--- config.mk ---
export PLATFORM = sky130hd
export DESIGN_NAME = branch_resolve_ctrl
export DESIGN_NICKNAME = d
export VERILOG_FILES = /design/src/rtl/branch_resolve_ctrl.sv
export SDC_FILE = /design/constraint.sdc
export NUM_CORES = 1
export LEC_CHECK = 0
export CAP_MARGIN = 20
export CELL_PAD_IN_SITES_DETAIL_PLACEMENT = 1
export CELL_PAD_IN_SITES_GLOBAL_PLACEMENT = 2
export CORE_MARGIN = 4
export CORE_UTILIZATION = 34
export DETAILED_ROUTE_END_ITERATION = 12
export PLACE_DENSITY_LB_ADDON = 0.1
export SLEW_MARGIN = 20
export SYNTH_ARGS = -nofsm -noshare
export SYNTH_HDL_FRONTEND = slang
export SYNTH_SLANG_ARGS = --single-unit
--- constraint.sdc ---
create_clock -name clk -period 9.37 [get_ports clk]
set_clock_uncertainty 0.15 [all_clocks]
set_input_delay 1.4055 -clock clk [delete_from_list [all_inputs] [get_ports clk]]
set_output_delay 1.4055 -clock clk [all_outputs]
set_load 0.005 [all_outputs]
--- src/rtl/branch_resolve_ctrl.sv ---
// rtl/branch_resolve_ctrl.sv - conditional branch resolution sequencer with operand wait and statistics
// Holds one branch until both operands arrive, then resolves it for one cycle.
module branch_resolve_ctrl #(
  parameter int CNT_W = 16
) (
  input  logic             clk,
  input  logic             reset_n,
  input  logic             br_valid_in,
  output logic             br_ready_out,
  input  logic [2:0]       br_funct3_in,
  input  logic [31:0]      br_pc_in,
  input  logic [31:0]      br_offset_in,
  input  logic             br_pred_taken_in,
  input  logic             rs1_ready_in,
  input  logic [31:0]      rs1_data_in,
  input  logic             rs2_ready_in,
  input  logic [31:0]      rs2_data_in,
  input  logic             flush_in,
  output logic             stall_out,
  output logic             resolved_valid_out,
  output logic             resolved_taken_out,
  output logic             redirect_valid_out,
  output logic [31:0]      redirect_pc_out,
  output logic [CNT_W-1:0] branch_count_out,
  output logic [CNT_W-1:0] mispredict_count_out
);

  typedef enum logic [1:0] {IDLE, WAIT_OPS, RESOLVE} state_t;

  state_t           r_state;
  state_t           w_state_nxt;
  logic [2:0]       r_funct3;
  logic [31:0]      r_pc;
  logic [31:0]      r_offset;
  logic             r_pred;
  logic [31:0]      r_rs1;
  logic [31:0]      r_rs2;
  logic             r_have1;
  logic             r_have2;
  logic [CNT_W-1:0] r_br_cnt;
  logic [CNT_W-1:0] r_mp_cnt;

  logic             w_accept;
  logic             w_cap1;
  logic             w_cap2;
  logic             w_taken;
  logic             w_mispredict;
  logic             w_retire;
  logic [31:0]      w_target;

  assign br_ready_out = (r_state == IDLE) & ~flush_in;
  assign stall_out    = (r_state == WAIT_OPS);
  assign w_accept     = br_valid_in & br_ready_out;

  // An operand is latched at most once per branch; later ready pulses are ignored.
  assign w_cap1 = rs1_ready_in & ~flush_in &
                  (w_accept | ((r_state == WAIT_OPS) & ~r_have1));
  assign w_cap2 = rs2_ready_in & ~flush_in &
                  (w_accept | ((r_state == WAIT_OPS) & ~r_have2));

  always_comb begin
    w_state_nxt = r_state;
    if (flush_in) begin
      w_state_nxt = IDLE;
    end else begin
      case (r_state)
        IDLE: begin
          if (w_accept)
            w_state_nxt = (rs1_ready_in & rs2_ready_in) ? RESOLVE : WAIT_OPS;
        end
        WAIT_OPS: begin
          if ((r_have1 | rs1_ready_in) & (r_have2 | rs2_ready_in))
            w_state_nxt = RESOLVE;
        end
        default: w_state_nxt = IDLE;
      endcase
    end
  end

  always_comb begin
    w_taken = 1'b0;
    case (r_funct3)
      3'b000:  w_taken = (r_rs1 == r_rs2);
      3'b001:  w_taken = (r_rs1 != r_rs2);
      3'b100:  w_taken = (r_rs1 <  r_rs2);
      3'b101:  w_taken = (r_rs1 >= r_rs2);
      default: w_taken = 1'b0;
    endcase
  end

  assign w_target     = r_pc + (w_taken ? r_offset : 32'd4);
  assign w_mispredict = w_taken ^ r_pred;
  assign w_retire     = (r_state == RESOLVE) & ~flush_in;

  assign resolved_valid_out   = w_retire;
  assign resolved_taken_out   = (r_state == RESOLVE) & w_taken;
  assign redirect_valid_out   = w_retire & w_mispredict;
  assign redirect_pc_out      = (r_state == RESOLVE) ? w_target : 32'd0;
  assign branch_count_out     = r_br_cnt;
  assign mispredict_count_out = r_mp_cnt;

  always_ff @(posedge clk or negedge reset_n) begin
    if (!reset_n) begin
      r_state  <= IDLE;
      r_funct3 <= 3'd0;
      r_pc     <= 32'd0;
      r_offset <= 32'd0;
      r_pred   <= 1'b0;
      r_rs1    <= 32'd0;
      r_rs2    <= 32'd0;
      r_have1  <= 1'b0;
      r_have2  <= 1'b0;
      r_br_cnt <= '0;
      r_mp_cnt <= '0;
    end else begin
      r_state <= w_state_nxt;
      if (w_accept) begin
        r_funct3 <= br_funct3_in;
        r_pc     <= br_pc_in;
        r_offset <= br_offset_in;
        r_pred   <= br_pred_taken_in;
      end
      if (w_cap1)
        r_rs1 <= rs1_data_in;
      if (w_cap2)
        r_rs2 <= rs2_data_in;
      if (flush_in || (r_state == RESOLVE)) begin
        r_have1 <= 1'b0;
        r_have2 <= 1'b0;
      end else begin
        if (w_cap1)
          r_have1 <= 1'b1;
        if (w_cap2)
          r_have2 <= 1'b1;
      end
      if (w_retire) begin
        if (r_br_cnt != {CNT_W{1'b1}})
          r_br_cnt <= r_br_cnt + 1'b1;
        if (w_mispredict && (r_mp_cnt != {CNT_W{1'b1}}))
          r_mp_cnt <= r_mp_cnt + 1'b1;
      end
    end
  end

endmodule

==> impl_metrics.py, run 1 <==
metrics = {
    "outcome": {
        "status": "finished clean",
    },
    "global_routing": {
        "grt_pass1_vias": 8321,
        "antenna_found_initial": 0,
        "grt-ovfl-total": 0,
        "grt_pass1_wl_um": 44330,
        "grt_max_degree": 60,
        "track_usage_pct": 17.81,
    },
    "cts": {
        "hold_buffers": 0,
        "cts_resized": 0,
        "clock-sinks": 168,
        "postCtsSetupRepairBufs": 0,
        "clk_latency_ns": 0.44,
        "clkTransAtPathRegs_ns": 0.08,
        "tritoncts": "built",
        "numCtsBuffers": 17,
        "cts_root_buf": "clkbuf_16",
        "h-tree-depth": 4,
        "clockBufferDepth": 2,
    },
    "logic_synthesis": {
        "synth_async_sr_flop_share_pct": 100.0,
        "ys.warnings.count": 0,
        "yosysUniqueCellTypes": 57,
        "ys.flop_type": "dfrtp_1",
        "synth_edf_count": 0,
        "synth_common_cells": "nand2_1 (236), dfrtp_1 (168), ha_1 (65), mux2_2 (65), inv_1 (51)",
        "synth_nets": 1205,
        "seq_area_frac_synth_pct": 44.49,
        "yosysTopAreaCellShare_pct": 44.49,
        "ys_ff_latch": 168,
        "synth_cells": 1001,
        "syn_area_um2": 9449,
        "yosysMostFrequentCell": "nand2_1",
        "yosysTopAreaCell": "dfrtp_1",
        "synth.area.top_cells": "dfrtp_1 (44%), nand2_1 (9.4%), ha_1 (8.6%), mux2_2 (7.7%), xor2_1 (2.8%)",
        "syn_area_per_cell_um2": 9.440,
    },
    "die": {
        "die_width_um": 174.7,
        "fp.dieH_um": 174.7,
        "start_util_pct": 34.77,
        "die_area_um2": 30520,
        "io_pins": 207,
        "placementRows": 60,
        "core-area_um2": 27180,
    },
    "critical_path": {
        "critPathLaunchType": "flop",
        "critPathMaxFanout": 17,
        "crit_required_ns": 7.81,
        "crit_type": "reg2out",
        "end_kind": "output pin",
        "crit_arrival_ns": 6.32,
    },
    "job": {
        "drv_cap": 0,
    },
    "sta": {
        "max-slew-margin-rel_pct": 47.25,
        "period_needed_ns": 7.878,
        "fin_setup_tns_ns": 0,
        "fin_ws_ns": 1.492,
        "hold_viol_final": 0,
        "fmax_ghz": 0.1269,
        "worst_hold_slack_ns": 0.3217,
        "drv_slew": 0,
        "rsz0062_at_grt": "false",
        "fin_crit_sh_pct": 84.07,
        "tightest_slew_ns": 0.7912,
        "setup_viol": 0,
    },
    "place": {
        "place_congestion": 0.7714,
        "place_area_um2": 11910,
        "dp_hpwl_um": 19710,
        "numPortBuffers": 206,
        "pre_cts_slack_ns": 2.041,
    },
    "power_and_ir_drop": {
        "cellPowerDensity_nw_per_um2": 217.8,
        "p_leak_uw": 0.005781,
        "vdd_drop_max_mv": 0.1169,
    },
    "layout": {
        "area_delta_synth_final_pct": 32.22,
        "drive_gt1_share_pct": 10.54,
        "antenna_cells": 0,
        "fin_area_um2": 12490,
        "final_nets": 1405,
    },
    "drt": {
        "drtIter0Drc": 359,
        "drt_wl_total_um": 26840,
        "drtPass1Iterations": 4,
        "wl_per_cell_um": 16.92,
        "drc_errors": 0,
        "ant_nets": 0,
        "vias": 7682,
        "viasPerCell": 4.844,
    },
    "hold_path": {
        "hold_class": "reg2reg",
    },
}
==> state kept, by name, indices dropped and copies added, names as in the netlist <==
name	cells
r_have1	1
branch_count_out	16
r_rs2	32
r_rs1	32
r_offset	32
r_pc	32
r_have2	1
r_funct3	3
r_state	2
r_pred	1
mispredict_count_out	16
==> final cells by class <==
cell class | count | area (um2)
well taps | 372 | 465.4
clock inverters | 13 | 136.4
repair buffers | 215 | 2131
inverters | 51 | 191.4
clock buffers | 19 | 442.9
flip-flops and latches | 168 | 4204
fillers | 3109 | 14680
multi-input cells | 748 | 4922
==> placed cells by master, fill, tap and decap left out, types with 5 or more instances in the layout <==
cell             count
nand3_1             23
and3_1              13
o21bai_1             5
ha_1                65
nand2_1            235
nor3_1              16
a31oi_1              5
o21ai_0             18
nand2b_1             6
and2_1              36
nor2_1              49
buf_4                9
clkdlybuf4s50_1    205
o211ai_1             5
inv_1               51
nor2b_1              6
mux2_2              65
nor3_2               9
clkbuf_16           17
nand4_1             20
a21oi_1             45
a21o_1              15
dfrtp_1            168
xor2_1              30
xnor2_1             25
==> per-stage QoR <==
stage	power (uW)	instances	util (%)
2_1_floorplan	1695	1001	-
3_3_place_gp	2010	1554	43.84
3_5_place_dp	2036	1554	43.84
4_1_cts	2765	1586	45.97
5_1_grt	2947	1586	45.97
6_report	2721	1586	45.97
==> critical path, cell delays in order, from the launching register on <==
cell and delay, ns:
dfrtp_1 0.39, ha_1 0.33, nand4_2 0.16, or3_1 0.40, a21o_1 0.17, a311oi_1 0.50
nor3_4 0.22, and2_1 0.22, ha_1 0.21, fa_1 0.42, a21oi_1 0.23, o21ai_1 0.15
a2111oi_2 0.47, o21ai_1 0.23, a31oi_2 0.43, o21ai_1 0.20, a221oi_1 0.36, xor2_1 0.12
nor2_1 0.10, clkdlybuf4s50_1 0.56
==> final timing paths <==
check / endpoint / slack (ns) / start / cells after the start
min in group asynchronous: r_rs2[14] / 0.78 / reset_n / 1
worst max-delay path: redirect_pc_out[30] / 1.49 / r_rs1[14] / 19
worst min-delay path: r_offset[4] / 0.32 / r_offset[4] / 2
worst min register to register: r_offset[4] / 0.32 / r_offset[4] / 2
max in group asynchronous: r_offset[16] / 7.07 / reset_n / 2
worst max register to register: mispredict_count_out[1] / 5.46 / r_rs1[14] / 12
==> metal layers <==
layer	vias to the layer above	GRT usage, %	wire length, um
met1	3750	24.42	12980
met2	134	29.60	12740
met5	-	0	0
li1	3785	-	-
met3	13	3.440	922
met4	0	3.535	203
==> power breakdown <==
group,switching (uW),leakage [uW],internal (uW)
clock network,346,0.000278,361
logic,519,0.00344,471
registers,112,0.00206,911
==> kinds of logic after synthesis <==
group,synth area share (%)
simple gates,21.69
flops,44.49
compound gates,8.183
buf+inv,3.456
mux,8.091
fa+ha+maj,8.819
xor+xnor,5.270
Power figures use the tool's default switching activity.
==> inputs of run 2 (changes only) <==
--- a/config.mk
+++ b/config.mk
@@ -9,7 +9,7 @@
 export CELL_PAD_IN_SITES_DETAIL_PLACEMENT = 1
 export CELL_PAD_IN_SITES_GLOBAL_PLACEMENT = 2
 export CORE_MARGIN = 4
-export CORE_UTILIZATION = 34
+export CORE_UTILIZATION = 31
 export DETAILED_ROUTE_END_ITERATION = 12
 export PLACE_DENSITY_LB_ADDON = 0.1
 export SLEW_MARGIN = 20
==> constraint.sdc (replaced) <==
create_clock -name clk -period 8.05 [get_ports clk]
set_clock_uncertainty 0.15 [all_clocks]
set_input_delay 1.2075 -clock clk [delete_from_list [all_inputs] [get_ports clk]]
set_output_delay 1.2075 -clock clk [all_outputs]
set_load 0.005 [all_outputs]
==> impl_metrics.py, run 2 (synthesis gave the netlist of run 1 again) <==
metrics = {
    "outcome": {
        "status": "finished clean",
    },
    "drt": {
        "drt_wl_total_um": 27140,
        "vias": 7647,
        "drtPass1Iterations": 4,
        "drc_errors": 0,
        "drtIter0Drc": 302,
        "ant_nets": 0,
        "viasPerCell": 4.764,
        "wl_per_cell_um": 16.91,
    },
    "sta": {
        "fin_ws_ns": 0.6688,
        "max-slew-margin-rel_pct": 36.51,
        "rsz0062_at_grt": "false",
        "period_needed_ns": 7.381,
        "fin_setup_tns_ns": 0,
        "drv_slew": 0,
        "fmax_ghz": 0.1355,
        "tightest_slew_ns": 0.9523,
        "hold_viol_final": 0,
        "fin_crit_sh_pct": 91.69,
        "setup_viol": 0,
        "worst_hold_slack_ns": 0.3176,
    },
    "die": {
        "die_area_um2": 33340,
        "core-area_um2": 29870,
        "start_util_pct": 31.63,
        "io_pins": 207,
        "fp.dieH_um": 182.6,
        "placementRows": 63,
        "die_width_um": 182.6,
    },
    "power_and_ir_drop": {
        "vdd_drop_max_mv": 0.1526,
        "cellPowerDensity_nw_per_um2": 256.7,
        "p_leak_uw": 0.005816,
    },
    "cts": {
        "clkTransAtPathRegs_ns": 0.07,
        "tritoncts": "built",
        "clock-sinks": 168,
        "cts_root_buf": "clkbuf_16",
        "hold_buffers": 0,
        "numCtsBuffers": 17,
        "h-tree-depth": 4,
        "clockBufferDepth": 2,
        "clk_latency_ns": 0.44,
    },
    "place": {
        "dp_hpwl_um": 19960,
        "dp.cells": 1572,
        "pre_cts_slack_ns": 0.7915,
        "place_congestion": 0.7297,
        "numPortBuffers": 206,
    },
    "critical_path": {
        "critPathLaunch": "r_rs1[27]",
        "crit_arrival_ns": 6.02,
        "r2r-start": "r_rs2[14]",
        "critPathLaunchType": "flop",
        "end_kind": "output pin",
        "critPathMaxFanout": 21,
        "crit_required_ns": 6.69,
        "crit_type": "reg2out",
    },
    "layout": {
        "drive_gt1_share_pct": 10.78,
        "layout_commonest_cell": "nand2_1",
        "final_nets": 1406,
        "layout_common_cells": "nand2_1 (235), clkdlybuf4s50_1 (205), dfrtp_1 (168), mux2_2 (65), ha_1 (65)",
        "antenna_cells": 0,
        "stdcell_count": 1605,
        "area_delta_synth_final_pct": 33.55,
    },
    "global_routing": {
        "grt_pass1_vias": 8316,
        "grt_pass1_wl_um": 43940,
        "grt-ovfl-total": 0,
        "grt_max_degree": 97,
        "track_usage_pct": 16.31,
        "antenna_found_initial": 0,
    },
    "hold_path": {
        "hold_class": "reg2reg",
        "hp-start": "r_offset[26]",
    },
    "job": {
        "drv_cap": 0,
    },
}
==> run 2: final timing paths <==
path,end,slack (ns),depth (start not counted)
setup / recovery,redirect_pc_out[30],0.67,21
hold / removal,r_offset[26],0.32,2
setup reg to reg,mispredict_count_out[1],4.34,14
hold reg to reg,r_offset[26],0.32,2
max in group asynchronous,r_funct3[2],5.76,3
min in group asynchronous,r_rs2[14],0.72,1
==> run 2: critical path: stages (launching register included) <==
cell and delay, ns:
dfrtp_1 0.38, ha_1 0.32, nand4_1 0.23, nor4_2 0.34
a21boi_0 0.16, or3_1 0.39, o221ai_2 0.11, nor3_4 0.07
buf_4 0.22, and2_1 0.18, ha_1 0.20, fa_1 0.41
a21oi_1 0.19, o21ai_1 0.16, a2111oi_4 0.42, o21ai_1 0.24
a31oi_4 0.30, o21ai_1 0.14, a221oi_1 0.34, xor2_1 0.11
nor2_1 0.14, clkdlybuf4s50_1 0.52
==> run 2: final cells by class <==
cell class,count,area [um2]
fill,3416,17260
tap,390,488.0
inverter,51,191.4
multi-input combinational,748,4956
clock inverter,13,178.9
sequential,168,4204
clock buffer,19,442.9
timing repair buffer,216,2158
==> run 2: per-layer routing <==
metal	up-vias	wire [um]	GRT usage [%]
li1	3783	-	-
met2	130	13060	27.83
met4	0	204	2.852
met3	14	1048	2.990
met1	3720	12820	21.93
met5	-	0	0
==> run 2: timing repair <==
action | in CTS | in global routing
setup endpoints to repair | 0 | 1
setup buffers | 0 | 0
resized for setup | 0 | 4
==> run 2: report_power, final <==
part	internal, uW	switching (uW)	total [uW]
logic	553	605	1160
registers	1060	132	1190
clock network	506	382	889
total	2120	1120	3240
==> run 2: stage by stage <==
stage / cell area, um2 / total power, uW / utilization [%]
2_1_floorplan: 9449 / 1973 / -
3_3_place_gp: 11940 / 2339 / 39.95
3_5_place_dp: 11940 / 2373 / 39.95
4_1_cts: 12560 / 3284 / 42.04
5_1_grt: 12620 / 3498 / 42.24
6_report: 12620 / 3240 / 42.24
